`config.mk`:
```
export PLATFORM = sky130hd
export DESIGN_NAME = serial_nibble_adder
export DESIGN_NICKNAME = d
export VERILOG_FILES = /design/src/rtl/serial_adder_pkg.sv /design/src/rtl/Full_Adder_4bit.sv /design/src/rtl/serial_nibble_adder.sv
export SDC_FILE = /design/constraint.sdc
export NUM_CORES = 1
export LEC_CHECK = 0
export BUFFER_PORTS_ARGS = -buffer_cell sky130_fd_sc_hd__buf_2
export CORE_ASPECT_RATIO = 0.7
export CORE_MARGIN = 2
export CORE_UTILIZATION = 49
export CTS_CLUSTER_DIAMETER = 120
export DETAILED_ROUTE_END_ITERATION = 10
export HOLD_SLACK_MARGIN = 0.06
export PLACE_DENSITY = 0.75
export SLEW_MARGIN = 10
export SYNTH_ARGS = -nofsm -noshare
export SYNTH_HDL_FRONTEND = slang
export SYNTH_SLANG_ARGS = --single-unit
```
`constraint.sdc`:
```
create_clock -name clk -period 2.74 [get_ports clk]
set_clock_uncertainty 0.2 [all_clocks]
set_input_delay 0.137 -clock clk [delete_from_list [all_inputs] [get_ports clk]]
set_output_delay 0.137 -clock clk [all_outputs]
set_load 0.01 [all_outputs]
```
`src/rtl/serial_adder_pkg.sv`:
```
// serial_adder_pkg
//   Shared definitions for the serial nibble adder:
//     NIBBLE_W - width of the nibble datapath (4 bits)
//     state_t  - controller state encoding (IDLE/RUN/DONE; 2'd3 is unused
//                and recovers to IDLE)
package serial_adder_pkg;

    localparam int NIBBLE_W = 4;

    typedef enum logic [1:0] {
        IDLE = 2'd0,
        RUN  = 2'd1,
        DONE = 2'd2
    } state_t;

endpackage

```
`src/rtl/Full_Adder_4bit.sv`:
```
// Full_Adder_4bit
//   Combinational 4-bit ripple-carry adder used as the shared nibble
//   datapath of serial_nibble_adder.
//   Ports:
//     a, b  in  [3:0]  nibble operands
//     cin   in         carry into bit 0
//     sum   out [3:0]  nibble sum
//     cout  out        carry out of bit 3
module Full_Adder_4bit
    import serial_adder_pkg::*;
(
    input  logic [NIBBLE_W-1:0] a,
    input  logic [NIBBLE_W-1:0] b,
    input  logic                cin,
    output logic [NIBBLE_W-1:0] sum,
    output logic                cout
);

    logic c;

    always_comb begin
        sum = '0;
        c   = cin;
        for (int i = 0; i < NIBBLE_W; i++) begin
            sum[i] = a[i] ^ b[i] ^ c;
            c      = (a[i] & b[i]) | (c & (a[i] ^ b[i]));
        end
        cout = c;
    end

endmodule

```
`src/rtl/serial_nibble_adder.sv`:
```
// serial_nibble_adder
//   Multi-cycle WIDTH-bit adder. Accepts an operand pair on a valid/ready
//   handshake, adds one nibble per clock (LSB nibble first) through a single
//   Full_Adder_4bit, then holds {cout, sum} = a + b + cin on an output
//   valid/ready handshake.
//
//   Handshake semantics (both sides): a transfer happens on a rising clk
//   edge where valid and ready are both 1. in_ready is 1 only in IDLE,
//   out_valid is 1 only in DONE; in_valid/out_ready are ignored elsewhere.
//
//   Optional feature: define SERIAL_ADDER_OVF_EN to add the 'ovf' port
//   (signed overflow, registered together with cout).
//
//   Ports:
//     clk, rst_n          clock, asynchronous active-low reset
//     in_valid/in_ready   operand handshake
//     a, b [WIDTH-1:0]    operands, cin carry into nibble 0
//     out_valid/out_ready result handshake
//     sum [WIDTH-1:0]     registered sum, cout registered carry-out
//     ovf                 signed overflow (SERIAL_ADDER_OVF_EN only)
//
//   The controller state is held in 'state' (type state_t) so checkers can
//   bind to it directly.
module serial_nibble_adder
    import serial_adder_pkg::*;
#(
    parameter int WIDTH = 16
) (
    input  logic             clk,
    input  logic             rst_n,
    input  logic             in_valid,
    output logic             in_ready,
    input  logic [WIDTH-1:0] a,
    input  logic [WIDTH-1:0] b,
    input  logic             cin,
    output logic             out_valid,
    input  logic             out_ready,
    output logic [WIDTH-1:0] sum,
    output logic             cout
`ifdef SERIAL_ADDER_OVF_EN
    ,
    output logic             ovf
`endif
);

    localparam int NIBBLES = WIDTH / NIBBLE_W;
    localparam int CNT_W   = (NIBBLES > 1) ? $clog2(NIBBLES) : 1;
    localparam logic [CNT_W-1:0] LAST = CNT_W'(NIBBLES - 1);

    state_t           state;
    logic [WIDTH-1:0] a_q;
    logic [WIDTH-1:0] b_q;
    logic             cin_q;
    logic             carry_q;
    logic [CNT_W-1:0] count;
    logic [WIDTH-1:0] sum_q;
    logic             cout_q;
    logic             in_ready_q;
    logic             out_valid_q;

    logic [NIBBLE_W-1:0] nib_sum;
    logic                nib_cout;
    logic                nib_cin;
    logic [CNT_W+1:0]    bit_idx;

    // Operand registers shift right each RUN cycle, so the current nibble
    // is always in the low 4 bits and no indexed read mux is needed.
    assign nib_cin = (count == '0) ? cin_q : carry_q;
    assign bit_idx = {count, 2'b00};

    Full_Adder_4bit u_nibble (
        .a    (a_q[NIBBLE_W-1:0]),
        .b    (b_q[NIBBLE_W-1:0]),
        .cin  (nib_cin),
        .sum  (nib_sum),
        .cout (nib_cout)
    );

`ifdef SERIAL_ADDER_OVF_EN
    logic ovf_q;
`endif

    always_ff @(posedge clk or negedge rst_n) begin
        if (!rst_n) begin
            state       <= IDLE;
            a_q         <= '0;
            b_q         <= '0;
            cin_q       <= 1'b0;
            carry_q     <= 1'b0;
            count       <= '0;
            sum_q       <= '0;
            cout_q      <= 1'b0;
            in_ready_q  <= 1'b1;
            out_valid_q <= 1'b0;
`ifdef SERIAL_ADDER_OVF_EN
            ovf_q       <= 1'b0;
`endif
        end else begin
            case (state)
                IDLE: begin
                    if (in_valid) begin
                        a_q        <= a;
                        b_q        <= b;
                        cin_q      <= cin;
                        carry_q    <= 1'b0;
                        sum_q      <= '0;
                        count      <= '0;
                        in_ready_q <= 1'b0;
                        state      <= RUN;
                    end
                end
                RUN: begin
                    sum_q[bit_idx +: NIBBLE_W] <= nib_sum;
                    carry_q <= nib_cout;
                    a_q     <= a_q >> NIBBLE_W;
                    b_q     <= b_q >> NIBBLE_W;
                    if (count == LAST) begin
                        cout_q      <= nib_cout;
`ifdef SERIAL_ADDER_OVF_EN
                        // On the last nibble a_q[3]/b_q[3] are the operand
                        // MSBs and nib_sum[3] is the sum MSB.
                        ovf_q <= (a_q[NIBBLE_W-1] == b_q[NIBBLE_W-1]) &&
                                 (nib_sum[NIBBLE_W-1] != a_q[NIBBLE_W-1]);
`endif
                        out_valid_q <= 1'b1;
                        state       <= DONE;
                    end else begin
                        count <= count + 1'b1;
                    end
                end
                DONE: begin
                    if (out_ready) begin
                        out_valid_q <= 1'b0;
                        in_ready_q  <= 1'b1;
                        state       <= IDLE;
                    end
                end
                default: begin
                    out_valid_q <= 1'b0;
                    in_ready_q  <= 1'b1;
                    state       <= IDLE;
                end
            endcase
        end
    end

    assign in_ready  = in_ready_q;
    assign out_valid = out_valid_q;
    assign sum       = sum_q;
    assign cout      = cout_q;
`ifdef SERIAL_ADDER_OVF_EN
    assign ovf       = ovf_q;
`endif

endmodule

```
After elaboration in Yosys (flattened, before gate mapping)

Index checks and enable logic that the tools add are counted.

Input port bits: 37
Bits in registers: 57
Output and inout bits: 19

Shift-type cells: 2
Multiplexer cells: 22
Equality and inequality tests: 7
Reduce and logical (&&, ||, !) cells: 10
Bitwise operators: 22
Add/subtract/negate cells: 2

Operators with widths:

| kind                                                 | number |
|---|---|
| case mux 16 bit (2 select lines)                     | 3 |
| 2-to-1 mux 16 bit                                    | 3 |
| bitwise mux 16 bit                                   | 1 |
| variable shift 4 x 6 -> 16 bit, first input constant | 1 |
| variable part select 4 x 6 -> 16 bit                 | 1 |
| AND reduction 3 bit                                  | 4 |
| 2-to-1 mux 2 bit                                     | 5 |
| AND 1 bit                                            | 8 |
| inequality test 2 bit, second input constant         | 4 |
| bitwise XOR 1 bit                                    | 8 |
| negator 4 -> 6 bit                                   | 1 |
| case mux 1 bit (3 select lines)                      | 2 |
| case mux 2 bit (3 select lines)                      | 1 |
| AND reduction 2 bit                                  | 3 |
| 2-to-1 mux 1 bit                                     | 5 |
| equality test 2 bit, second input constant           | 2 |
| zero test 2 bit                                      | 2 |
| bitwise OR 1 bit                                     | 4 |
| case mux 2 bit (2 select lines)                      | 1 |
| adder 2 x 1 -> 2 bit, second input constant          | 1 |
| equality test 2 x 1 -> 1 bit, second input constant  | 1 |
| inverter 1 bit                                       | 2 |
| case mux 1 bit (2 select lines)                      | 1 |
| nonzero test 2 bit                                   | 1 |

Logic depth before layout (Yosys ltp)

Depth in word-level cells: 12
Mapped depth: 11
Mapped depth without buffers: 11

By module

Synthesis repeated with hierarchy kept, for this count alone.

Cell total of the unflattened synthesis: 240
Area, all modules: 2,785.2 sq um

By module, submodules not included:

| module              | area an instance (sq um) | cells an instance | times used | sequential area each (sq um) |
|---|---|---|---|---|
| serial_nibble_adder | 2,667.6                  | 226               | 1          | 1,427.6 |
| Full_Adder_4bit     | 117.6                    | 14                | 1          | 0.0 |

Least setup slack after synthesis

OpenSTA, ideal clock, no wires.

Path kind: register to register
Start: register count[0]
End: register sum_q[3] (netlist: sum[3])
Stages on the path, launching flop included: 11
Period minus slack after synthesis: 2.863 ns
Slack: -0.123 ns
Required time: 2.410 ns
Data arrival time: 2.533 ns
Cells stage by stage: dfrtp_1 -> inv_1 -> ha_1 -> mux2i_1 -> fa_1 -> inv_1 -> fa_1 -> inv_1 -> fa_1 -> fa_1 -> o22ai_1

Cells in the longest elaborated chain, start to end: 12
Elaborated cells on any way between the ends: 17

RTL lines:

| item                                 | line                       | RTL |
|---|---|---|
| from (decl)                          | serial_nibble_adder.sv:55  | `logic [CNT_W-1:0] count;` |
| from (signal assigned)               | serial_nibble_adder.sv:128 | `count <= count + 1'b1;` |
| zero test 2 bit                      | serial_nibble_adder.sv:68  | `assign nib_cin = (count == '0) ? cin_q : carry_q;` |
| 2-to-1 mux 1 bit                     | serial_nibble_adder.sv:68  |  |
| AND 1 bit                            | Full_Adder_4bit.sv:26      | `c = (a[i] & b[i]) \| (c & (a[i] ^ b[i]));` |
| bitwise OR 1 bit                     | Full_Adder_4bit.sv:26      |  |
| AND 1 bit                            | Full_Adder_4bit.sv:26      |  |
| bitwise OR 1 bit                     | Full_Adder_4bit.sv:26      |  |
| AND 1 bit                            | Full_Adder_4bit.sv:26      |  |
| bitwise OR 1 bit                     | Full_Adder_4bit.sv:26      |  |
| bitwise XOR 1 bit                    | Full_Adder_4bit.sv:25      | `sum[i] = a[i] ^ b[i] ^ c;` |
| variable part select 4 x 6 -> 16 bit | serial_nibble_adder.sv:113 | `sum_q[bit_idx +: NIBBLE_W] <= nib_sum;` |
| bitwise mux 16 bit *                 | serial_nibble_adder.sv:113 |  |
| case mux 16 bit (2 select lines) *   | serial_nibble_adder.sv:99  | `case (state)` |
| to (signal, indexed assignment)      | serial_nibble_adder.sv:113 |  |
| to (decl)                            | serial_nibble_adder.sv:56  | `logic [WIDTH-1:0] sum_q;` |

Every way passes the cells marked *; elsewhere a longest branch is shown, timed or not.
A chain may end at the register's enable or synchronous reset.

Worst setup path after layout

Start: register count[1]
End: register sum_q[3] (netlist: sum[3])

The elaborated chain is that of the path after synthesis.

==> results by group <==
Synthesis
  – Sequential share of the synthesized area: 52.87%
  – Yosys warnings: 0
  – Syn_area_per_cell: 10.71 µm²
  – Synth Net Count: 297
  – Mapped Cells: 252
  – Yosys reg bits: 57
  – Netlist Area Pre-Place: 0.002700 mm²
  – Netlist cell types: 30

Power and ir drop
  – Clock power frac: 15.9%
  – Internal power: 2.403 mW
  – Pleak: 1.772 nW
  – Peak supply drop: 0.0005283 V
  – Cell Pwr Density: 1104 mW/mm²
  – Switching part of the total: 39.93%
  – Total power: 3.999 mW
  – Comb power frac: 49.6%
  – Sw Pwr: 1.597 mW
  – Flop pwr share: 34.4%

Global routing
  – Largest net degree at the start of global routing: 54
  – Initial antenna violation count: 0
  – M1 GR Usage: 29.64%
  – GR Layer Usage met3: 8.096%
  – Grt ovf: 0
  – All-layer global routing usage: 23.07%
  – Vias in the first global route: 2209
  – Met2 Use GR: 39.05%
  – First-pass GRT wire length: 10.66 mm
  – GRT busiest layer: met2

Worst setup path
  – Reg2reg start: count[1]
  – Worst Setup SP: count[1]
  – Crit path DAT: 2.66 ns
  – Crit Path Class: reg -> reg
  – CP Launch Type: flip-flop
  – Critical Path End Type: flip-flop
  – CP Max Fanout: 4
  – Worst Path Required: 2.73 ns

Final layout
  – Share of layout cells above drive strength 1: 26.39%
  – Area Growth Syn to Fin: 34.15%
  – Layout Nets: 400
  – # fillers: 416
  – Antenna cells: 0
  – Design area: 0.003622 mm²

STA
  – Fmax: 375.3 MHz
  – Hold Slack: 0.07123 ns
  – Setup violators final: 0
  – Fin crit period: 2.664 ns
  – Final worst-path cycle share: 97.23%
  – Slew HR: 30.84%
  – Hold Vio Cnt, Final: 0
  – Worst slew pin tran: 1.035 ns
  – Slew Limit Fails: 0

Clock tree
  – Worst skew pair latency: 0.33 ns
  – Clock sinks: 57
  – CTS Buffer Depth: 2
  – Clock Pin Slew Worst Setup and Hold Paths: 0.06 ns
  – Clk root buf: clkbuf_8
  – Num CTS Buffers: 9
  – H-tree levels: 3
  – CTS tree: yes

Floorplan
  – Core area: 0.005285 mm²
  – Initial Util: 51.09%
  – Top-Level Pins: 56
  – Die Area: 0.006130 mm²
  – Die boundary height: 66.11 µm
  – Die Wd: 92.73 µm
  – Std cell rows: 22

Worst hold path
  – HP Class: in -> reg
  – Hold Path Origin: in_valid

Run
  – Max-Cap Viols: 0

Placement
  – Hpwl dp: 4.032 mm
  – Placed inst area: 0.003080 mm²
  – Routability Congestion: 0.7947
  – Port bufs: 55

Route
  – Final wirelength: 6.249 mm
  – DR iter-0 viols: 81
  – DR vias: 2176
  – Pre-Repair DR Iteration Count: 4
  – Number of vias per cell: 5.037
  – ANT nets after route: 0
  – DRC viols: 0
  – Routed len/inst: 14.47 µm

Run status
  – Status: finished clean
-- synthesized netlist by cell type --
master / n / area, µm²
a21oi_1: 10 / 50.05
a22o_1: 5 / 43.79
and2b_4: 1 / 10.01
and4bb_2: 1 / 12.51
buf_12: 1 / 20.02
buf_2: 6 / 30.03
buf_4: 1 / 7.510
buf_8: 2 / 30.03
clkbuf_2: 1 / 5.000
dfrtp_1: 56 / 1401
dfstp_2: 1 / 26.28
fa_1: 4 / 80.08
ha_1: 4 / 50.05
inv_1: 29 / 108.9
mux2_1: 1 / 11.26
mux2i_1: 26 / 260.3
nand2_1: 36 / 135.1
nand2b_1: 3 / 18.77
nand3_1: 2 / 10.01
nand3b_1: 1 / 7.510
nand4_4: 2 / 42.54
nor2_1: 4 / 15.01
nor2b_1: 4 / 25.02
nor2b_2: 1 / 8.760
nor2b_4: 1 / 13.76
o21ai_0: 13 / 65.06
o21ai_1: 17 / 85.08
o21bai_2: 1 / 11.26
o22a_1: 1 / 8.760
o22ai_1: 17 / 106.4
-- flip-flops by register name (all words and copies together) (netlist names) --
signal	flops
a_q	16
b_q	16
carry_q	1
cin_q	1
count	2
cout	1
in_ready	1
out_valid	1
state	2
sum	16
-- stage by stage --
stage / instances / worst slack, ns / util, % / TNS (ns)
floorplan: 252 / 0.04045 / - / 0
global placement: 378 / 0.05662 / 58.29 / 0
detailed placement: 378 / -0.03114 / 58.29 / -0.09503
CTS: 431 / 0.03292 / 68.28 / 0
global route: 432 / -0.007264 / 68.54 / -0.01197
finish: 432 / 0.07580 / 68.54 / 0
-- logic make-up after synthesis --
| family | share of synthesized area (%) |
|---|---|
| and+or+nand+nor | 11.07 |
| muxes | 10.06 |
| buffers and inverters | 7.460 |
| adders and majority gates | 4.819 |
| DFF | 52.87 |
| AOI/OAI and AO/OA | 13.72 |
-- path summary, 6_finish.rpt --
path | to | slack [ns] | depth (start not counted)
max in group asynchronous | in_ready | 1.51 | 3
min in group asynchronous | b_q[14] | 0.15 | 2
worst min register to register | a_q[6] | 0.28 | 2
worst min-delay path | a_q[14] | 0.07 | 4
worst max register to register | sum[3] | 0.08 | 10
worst max-delay path | sum[3] | 0.08 | 10
-- routing by layer --
| metal | vias to the layer above | share of wire (%) |
|---|---|---|
| li1 | 1059 | - |
| met5 | - | 0 |
| met1 | 1059 | 45 |
| met2 | 53 | 50 |
| met3 | 5 | 4.2 |
| met4 | 0 | 0.56 |
-- area by class of cell --
type / count / area [µm²] / area share, %
Clock inverter: 4 / 20.02 / 0.5527
Tap cell: 72 / 90.09 / 2.487
Clock buffer: 12 / 135.1 / 3.731
Inverter: 29 / 108.9 / 3.005
Timing Repair Buffer: 103 / 738.2 / 20.38
Sequential cell: 57 / 1428 / 39.41
Multi-Input combinational cell: 155 / 1102 / 30.43
-- critical path, stage by stage, from the launching register on --
cell and delay, ns:
dfrtp_1 0.37, inv_2 0.06, ha_4 0.16, mux2i_2 0.15, fa_2 0.33, inv_1 0.07, fa_1 0.15, inv_1 0.05
fa_2 0.33, fa_2 0.58, o22ai_1 0.08
-- power groups by stage --
stage | registers [mW] | logic, mW | clock network, mW
3_5_place_dp | 1.39 | 1.90 | 0
4_1_cts | 1.37 | 1.97 | 0.646
6_report | 1.38 | 1.99 | 0.638
3_3_place_gp | 1.37 | 1.84 | 0
5_1_grt | 1.42 | 2.21 | 0.703
2_1_floorplan | 1.39 | 1.42 | 0
-- repair_timing --
action / 4_1_cts / 5_1_grt
hold buffers: 36 / 0
setup endpoints to repair: 4 / 4
buffers inserted: 1 / 1
pin swaps: 1 / 1
hold endpoints to repair: 61 / 0
resized for setup: 3 / 2
-- cell usage in the layout (no fill, tap or decap), drive strengths merged, types with 10 or more instances in the layout --
| master | n |
|---|---|
| buf | 67 |
| dfrtp | 56 |
| nand2 | 36 |
| dlygate4sd3 | 36 |
| o21ai | 30 |
| inv | 29 |
| mux2i | 26 |
| o22ai | 17 |
| clkbuf | 12 |
| a21oi | 10 |
Power figures use the tool's default switching activity.
